**src/rtl/fp_add_pkg.sv**
```systemverilog
// Purpose: shared field positions, exponent limits, states and idle flags for the FP adder stages.
// Latency: n/a (declarations only).
// Backpressure: n/a.
// Consumers: normalise_sum and PackAdder. No ports.
package fp_add_pkg;

  // Extended mantissa layout: [27] carry-out, [26] hidden, [25:3] fraction, [2:0] G/R/S.
  localparam int SUM_CARRY  = 27;
  localparam int SUM_HIDDEN = 26;

  // Unbiased signed exponent field inside the 32-bit sout word.
  localparam int EXP_HI = 30;
  localparam int EXP_LO = 23;

  localparam int EXP_MIN_DFLT = -126;  // denormal floor
  localparam int EXP_MAX_DFLT = 127;   // largest finite exponent

  // Tells PackAdder whether to pass sout through untouched.
  localparam logic put_idle = 1'b1;
  localparam logic no_idle  = 1'b0;

  typedef enum logic [1:0] {
    S_IDLE = 2'd0,
    S_NORM = 2'd1,
    S_HOLD = 2'd2
  } norm_state_e;

endpackage

```
**src/rtl/normalise_lzc.sv**
```systemverilog
// Purpose: 27-bit combinational leading-zero counter for single-cycle normalisation.
// Latency: combinational.
// Backpressure: none.
// Ports: value[26:0] in; count[4:0] out = leading zeros of value (27 when value is 0).
// Only built when NORMALISE_LZC_EN is defined; the default build has no use for it.
`ifdef NORMALISE_LZC_EN
module normalise_lzc (
  input  logic [26:0] value,
  output logic [4:0]  count
);

  // Ascending scan: the highest set bit is the last one to write the count.
  always_comb begin
    count = 5'd27;
    for (int i = 0; i < 27; i++) begin
      if (value[i]) count = 5'(26 - i);
    end
  end

endmodule
`endif

```
**src/rtl/normalise_sum.sv**
```systemverilog
// Purpose: normalises the unpacked adder sum (hidden bit to [26], or exponent down to the floor) for PackAdder.
// Latency: bypass 1 edge; otherwise 2 edges, plus k edges for a k-bit left shift unless NORMALISE_LZC_EN (fixed 2).
// Backpressure: one word in flight; in_ready only in S_IDLE, result held stable in S_HOLD until out_ready.
// Ports: clock, reset_n (async, active low); in_valid/in_ready + idle_AddSum, sout_AddSum[31:0], sum_AddSum[27:0];
//        out_valid/out_ready + idle_NormaliseSum, sout_NormaliseSum[31:0], sum_NormaliseSum[27:0].
// Config macro: NORMALISE_LZC_EN selects the single-cycle leading-zero shift over the bit-serial loop.
module normalise_sum
  import fp_add_pkg::*;
#(
  parameter int EXP_MIN = EXP_MIN_DFLT,
  parameter int EXP_MAX = EXP_MAX_DFLT
) (
  input  logic        clock,
  input  logic        reset_n,
  input  logic        in_valid,
  output logic        in_ready,
  input  logic        idle_AddSum,
  input  logic [31:0] sout_AddSum,
  input  logic [27:0] sum_AddSum,
  output logic        out_valid,
  input  logic        out_ready,
  output logic        idle_NormaliseSum,
  output logic [31:0] sout_NormaliseSum,
  output logic [27:0] sum_NormaliseSum
);

  localparam logic signed [9:0] EXP_MIN_W = 10'(EXP_MIN);
  localparam logic signed [9:0] EXP_MAX_W = 10'(EXP_MAX);

  norm_state_e       state_q, state_d;
  logic signed [9:0] exp_q, exp_d;     // 10 bits so exponent +1 past 127 is still visible
  logic [27:0]       sum_q, sum_d;
  logic [31:0]       sout_q, sout_d;
  logic              idle_q, idle_d;

`ifdef NORMALISE_LZC_EN
  logic [4:0] lz;
  logic [9:0] room;
  logic [9:0] shamt;

  normalise_lzc u_lzc (
    .value (sum_q[SUM_HIDDEN:0]),
    .count (lz)
  );

  // Only consulted in S_NORM rule 4, where exp_q > EXP_MIN so room is positive.
  assign room  = 10'(exp_q - EXP_MIN_W);
  assign shamt = ({5'b0, lz} < room) ? {5'b0, lz} : room;
`endif

  always_ff @(posedge clock or negedge reset_n) begin
    if (!reset_n) begin
      state_q <= S_IDLE;
      exp_q   <= '0;
      sum_q   <= '0;
      sout_q  <= '0;
      idle_q  <= no_idle;
    end else begin
      state_q <= state_d;
      exp_q   <= exp_d;
      sum_q   <= sum_d;
      sout_q  <= sout_d;
      idle_q  <= idle_d;
    end
  end

  always_comb begin
    state_d = state_q;
    exp_d   = exp_q;
    sum_d   = sum_q;
    sout_d  = sout_q;
    idle_d  = idle_q;
    case (state_q)
      S_IDLE: begin
        if (in_valid && in_ready) begin
          sum_d = sum_AddSum;
          exp_d = {{2{sout_AddSum[EXP_HI]}}, sout_AddSum[EXP_HI:EXP_LO]};
          if (idle_AddSum) begin
            sout_d  = sout_AddSum;
            idle_d  = put_idle;
            state_d = S_HOLD;
          end else begin
            sout_d  = {sout_AddSum[31], sout_AddSum[EXP_HI:EXP_LO], 23'b0};
            idle_d  = no_idle;
            state_d = S_NORM;
          end
        end
      end
      S_NORM: begin
        if (sum_q[SUM_CARRY]) begin
          // Right shift folds the dropped bit into sticky.
          sum_d   = {1'b0, sum_q[27:2], sum_q[1] | sum_q[0]};
          exp_d   = exp_q + 10'sd1;
          state_d = S_HOLD;
          if (exp_d > EXP_MAX_W) begin
            // Overflow: hand PackAdder a ready-made infinity.
            sout_d = {sout_q[31], 8'hFF, 23'b0};
            idle_d = put_idle;
          end else begin
            sout_d = {sout_q[31], exp_d[7:0], 23'b0};
          end
        end else if (sum_q == '0) begin
          exp_d   = EXP_MIN_W;
          sout_d  = {sout_q[31], exp_d[7:0], 23'b0};
          state_d = S_HOLD;
        end else if (sum_q[SUM_HIDDEN] || (exp_q <= EXP_MIN_W)) begin
          state_d = S_HOLD;
        end else begin
`ifdef NORMALISE_LZC_EN
          sum_d   = sum_q << shamt;
          exp_d   = exp_q - $signed(shamt);
          state_d = S_HOLD;
`else
          sum_d   = {sum_q[26:0], 1'b0};
          exp_d   = exp_q - 10'sd1;
`endif
          sout_d  = {sout_q[31], exp_d[7:0], 23'b0};
        end
      end
      S_HOLD: begin
        if (out_ready) state_d = S_IDLE;
      end
      default: state_d = S_IDLE;
    endcase
  end

  assign in_ready          = (state_q == S_IDLE);
  assign out_valid         = (state_q == S_HOLD);
  assign idle_NormaliseSum = idle_q;
  assign sout_NormaliseSum = sout_q;
  assign sum_NormaliseSum  = sum_q;

endmodule
```
**config.mk**
```make
export PLATFORM = sky130hd
export DESIGN_NAME = normalise_sum
export DESIGN_NICKNAME = d
export VERILOG_FILES = /design/src/rtl/fp_add_pkg.sv /design/src/rtl/normalise_lzc.sv /design/src/rtl/normalise_sum.sv
export SDC_FILE = /design/constraint.sdc
export NUM_CORES = 1
export LEC_CHECK = 0
export CAP_MARGIN = 5
export CELL_PAD_IN_SITES_DETAIL_PLACEMENT = 1
export CELL_PAD_IN_SITES_GLOBAL_PLACEMENT = 1
export CORE_MARGIN = 10
export CORE_UTILIZATION = 35
export CTS_BUF_LIST = sky130_fd_sc_hd__clkbuf_8 sky130_fd_sc_hd__clkbuf_16
export DETAILED_ROUTE_END_ITERATION = 6
export GPL_TIMING_DRIVEN = 0
export MAX_ROUTING_LAYER = met4
export PLACE_DENSITY_LB_ADDON = 0.1
export SKIP_CTS_REPAIR_TIMING = 1
export SLEW_MARGIN = 0
export SYNTH_ARGS = -nofsm -noshare
export SYNTH_HDL_FRONTEND = slang
export SYNTH_SLANG_ARGS = --single-unit
```
**constraint.sdc**
```tcl
create_clock -name clock -period 2.58 [get_ports clock]
set_clock_uncertainty 0.05 [all_clocks]
set_input_delay 0.516 -clock clock [delete_from_list [all_inputs] [get_ports clock]]
set_output_delay 0.516 -clock clock [all_outputs]
set_load 0.1 [all_outputs]
```
==> Word-level counts from Yosys, hierarchy flattened <==
Cells that the tools add are included.
{ "word_totals": {"ff_bits": 73, "inputBits": 65, "out_inout_bits": 63, "elab_cells": 63} }
{ "op_classes": {"addsub": 2, "n_lt_le_gt_ge": 2, "eq_ne": 10, "muxes": 29, "bitwise_logic": 2, "reduce_logical": 11} }
{ "ops": {"columns": ["cell", "n"], "rows": [
  ["28-bit two-way mux", 4],
  ["31-bit two-way mux", 3],
  ["32-bit two-way mux", 2],
  ["32-bit case mux with 2 select lines", 1],
  ["28-bit case mux with 2 select lines", 1],
  ["10-bit two-way mux", 4],
  ["28-bit logical NOT", 1],
  ["23-bit two-way mux", 1],
  ["10-bit case mux with 2 select lines", 1],
  ["2-bit two-way mux", 6],
  ["10-bit by 2-bit adder with 10-bit output (second input constant)", 1],
  ["10-bit by 8-bit greater-than comparator with 1-bit output (second input constant)", 1],
  ["10-bit by 8-bit less-or-equal comparator with 1-bit output (second input constant)", 1],
  ["10-bit by 2-bit subtractor with 10-bit output (second input constant)", 1],
  ["3-bit AND reduction", 3],
  ["4-bit != test (second input constant)", 2],
  ["4-bit AND reduction", 2],
  ["3-bit != test (second input constant)", 2],
  ["2-bit case mux with 3 select lines", 1],
  ["1-bit two-way mux", 4],
  ["2-bit by 1-bit != test with 1-bit output (second input constant)", 2],
  ["2-bit != test (second input constant)", 2],
  ["2-bit by 1-bit == test with 1-bit output (second input constant)", 1],
  ["2-bit == test (second input constant)", 1],
  ["other kinds (8)", 8]
]} }

==> Logic depth before layout (Yosys ltp) <==
{ "depth": {"ltp_word": 6, "mapped_depth": 10, "ltp_nobuf": 7} }

==> Least setup slack after synthesis <==
No wires, ideal clock.
{ "synth_timing": {"kind": "register to register", "from": "register state_q[0]", "to": "register sout_q[31] (netlist: sout_NormaliseSum[31])", "setup_ns": 0.126, "arrival_ns": 2.355, "required_time_ns": 2.404, "slack_ns": 0.049, "stages_incl_launch_ff": 5, "path_buffers": 1, "period_less_slack_ns": 2.531, "cell_sequence": "dfrtp_1 clkbuf_1 nor2_1 nand2_1 mux2_2"} }
{ "synth_between": {"elab_chain_len": 3, "elab_cells_between_ends": 6, "classes_between": "1 x eq/ne; 1 x mux; 1 x bitwise; 3 x reduce/logical"} }
{ "synth_lines": {"columns": ["item", "line_no", "text"], "rows": [
  ["from (decl)", "normalise_sum.sv:30", "norm_state_e state_q, state_d;"],
  ["from (signal assigned)", "normalise_sum.sv:59", "state_q <= state_d;"],
  ["2-bit logical NOT *", "normalise_sum.sv:127", "assign in_ready = (state_q == S_IDLE);"],
  ["net in_ready", "normalise_sum.sv:16", "output logic in_ready,"],
  ["1-bit logical AND", "normalise_sum.sv:75", "if (in_valid && in_ready) begin"],
  ["3-bit AND reduction (no source line)", null, null],
  ["to (signal assigned)", "normalise_sum.sv:62", "sout_q <= sout_d;"],
  ["to (decl)", "normalise_sum.sv:33", "logic [31:0] sout_q, sout_d;"]
]} }
Mark *: on every way through the listed nets, which the timed path passes. The rest lies on a longest branch.
A chain may end at the register's enable or synchronous reset.

==> Final worst setup path <==
{ "layout_timing": {"from": "register sum_q[9] (netlist: sum_NormaliseSum[9])", "to": "output sum_NormaliseSum[9]"} }
{ "layout_rtl": {"columns": ["item", "line_no", "text"], "rows": [
  ["from (decl)", "normalise_sum.sv:32", "logic [27:0] sum_q, sum_d;"],
  ["from (signal assigned)", "normalise_sum.sv:61", "sum_q <= sum_d;"],
  ["to (decl)", "normalise_sum.sv:24", "output logic [27:0] sum_NormaliseSum"]
]} }
No word-level cell between the ends.

==> flow_metrics.tcl <==
set metrics [dict create \
    slew_headroom_pct 32.0 \
    die_w_microns 128 \
    initial_core_util_pct 35.9 \
    grt_use_met3_pct 4.39 \
    die_h_microns 128 \
    synthArstFlopShare_pct 100 \
    syn-num-nets 537 \
    drt_iter0_drc 228 \
    place_area_sq_mm 0.00559 \
    cap_violations 0 \
    hold_viol 0 \
    clockBufferDepth 2 \
    grt-ovfl-total 0 \
    die_area_sq_mm 0.0165 \
    ys_types 50 \
    synth_top_family_by_area "simple AND/OR/NAND/NOR gates" \
    cts.sinks 73 \
    setup_viol 0 \
    ios 128 \
    crit_required_ns 2.01 \
    grt_use_met2_pct 30.0 \
    core_sq_mm 0.0115 \
    ant_nets 0 \
    crit_slowest_cell "clkdlybuf4s50_1" \
    design_area_sq_mm 0.00595 \
    detailedPlace.worstSlack_ns 0.0137 \
    cts_root_buffer "clkbuf_16" \
    wl_per_cell_microns 19.6 \
    syn_inst 469 \
    gp_congestion 0.849 \
    yosysSeqAreaShare_pct 44.4 \
    ys_seq_elements 73 \
    areaGrowthSynthToFinish_pct 44.5 \
    dr_total_vias 4037 \
    avgSynthCellArea_sq_um 8.78 \
    status "complete, no violations" \
    timing.final.ws_setup_ns 0.0362 \
    fin_crit_sh_pct 98.6 \
    cts_buffers 9 \
    min_path_type "input pin to asynchronous set/reset pin" \
    min_period_ns 2.54 \
    worstPathArrival_ns 1.98 \
    synth_mux_area_share_pct 8.12 \
    port_buffers 127 \
    synth_top_flop_cell "dfrtp_1" \
    use_met1_pct 21.4 \
    totalWireLength_microns 14900 \
    post-route-drc-count 0 \
    path_class "flip-flop to output pin" \
    rows 39 \
    cts_tree "built" \
    yosys_warnings 0 \
    cp_top_family "buffers and inverters" \
    crit_chain "clkdlybuf4s50_1" \
    synthAdderAreaFrac_pct 0.912 \
    cp_num_buf_inv 1 \
    synthSimpleGateAreaFrac_pct 22.1 \
    synthesis.area_sq_mm 0.00412 \
    cts-htree-levels 3 \
    worst_pin_slew_ns 1.02 \
    synth-compound-area-share_pct 16.0 \
    synth_edf_count 0 \
    fin_nets 678 \
    endpoint_kind "output pin" \
    busiest_layer "met2" \
    antenna_found_initial 0 \
    grt_pass1_wl_microns 23600 \
    grt_usage_pct 18.1 \
    fin_hold_ws_ns 0.0686 \
    grt_pass1_vias 4423 \
    slowest_delay_ns 1.18 \
    fin_tns_setup_ns 0 \
    antenna_cells 0 \
    insertion_delay_ns 0.35 \
    cp_max_fo 5 \
    hpwl_microns 10900 \
    slew_violations 0 \
    synthXorXnorAreaFrac_pct 2.55 \
    path_clk_slew_ns 0.06 \
    drive_gt1_share_pct 13.2 \
    critPathLaunchType "flip-flop" \
    vias_per_cell 5.33 \
    drt_pass1_iterations 4 \
    grt_max_degree 45 \
    max_freq_mhz 393 \
]
-- cells by family after synthesis --
family	Yosys count
simple gates	198
compound gates	104
fa+ha+maj	3
flops	73
mux	30
xor+xnor	12
buf+inv	49
-- synthesized netlist by cell type (4+ instances only) --
master | count | share of area (%)
a21oi_1 | 62 | 7.5
clkbuf_1 | 19 | 1.7
xnor2_1 | 9 | 1.9
nor4_1 | 8 | 1.2
buf_4 | 9 | 1.6
mux2_2 | 27 | 7.4
buf_2 | 6 | 0.73
dfrtp_1 | 73 | 44
o21ai_0 | 8 | 0.97
a221o_1 | 4 | 0.97
nor2_1 | 41 | 3.7
inv_1 | 10 | 0.91
nand2_1 | 70 | 6.4
nand3_1 | 59 | 7.2
nand3b_1 | 4 | 0.73
-- layout by cell type, fill, tap and decap left out, types with 8 or more instances in the layout --
| master | count |
|---|---|
| xnor2_1 | 9 |
| inv_1 | 11 |
| nor2_1 | 39 |
| dfrtp_1 | 73 |
| o21ai_0 | 8 |
| buf_4 | 12 |
| nand3_1 | 59 |
| mux2_2 | 27 |
| a21oi_1 | 62 |
| nand2_1 | 70 |
| dlymetal6s2s_1 | 9 |
| clkbuf_16 | 9 |
| clkdlybuf4s50_1 | 117 |
| clkbuf_1 | 16 |
-- sequential cells by signal, indices dropped and copies added, names as in the netlist --
register	cells
state_q	2
sum_NormaliseSum	28
idle_NormaliseSum	1
exp_q	10
sout_NormaliseSum	32
-- cell type report --
| cell class | instances | area, sq um |
|---|---|---|
| Clock buffer | 12 | 267 |
| Timing Repair Buffer | 130 | 1330 |
| Sequential cell | 73 | 1830 |
| Inverter | 10 | 37.5 |
| Buffer | 39 | 214 |
| Clock inverter | 3 | 16.3 |
| Tap cell | 143 | 179 |
| Fill cell | 1351 | 5520 |
| Multi-Input combinational cell | 347 | 2070 |
-- per-layer routing --
layer | part of all wire (%) | wire, microns
met2 | 49 | 7320
met5 | 0 | 0
met4 | 1.3 | 199
met1 | 44 | 6560
met3 | 5.3 | 783
-- stage by stage --
stage | util (%) | std cells
floorplan | - | 469
CTS | 51.2 | 755
global route | 51.9 | 757
detailed placement | 48.8 | 740
global placement | 48.5 | 739
finish | 51.9 | 757
-- path summary, 6_finish.rpt --
check | start | end | slack (ns) | depth (start not counted)
min in group clock | sout_NormaliseSum[12] | sout_NormaliseSum[12] | 0.42 | 2
min | reset_n | idle_NormaliseSum | 0.07 | 1
max | sum_NormaliseSum[9] | sum_NormaliseSum[9] | 0.04 | 1
min reg2reg | sout_NormaliseSum[12] | sout_NormaliseSum[12] | 0.42 | 2
max reg2reg | sum_NormaliseSum[15] | sum_NormaliseSum[19] | 0.12 | 8
max in group asynchronous | reset_n | exp_q[8] | 1.85 | 2
Power is left out: the tool's default activity adds up to more than one toggle a clock period on the data nets, which glitch-free logic cannot reach.
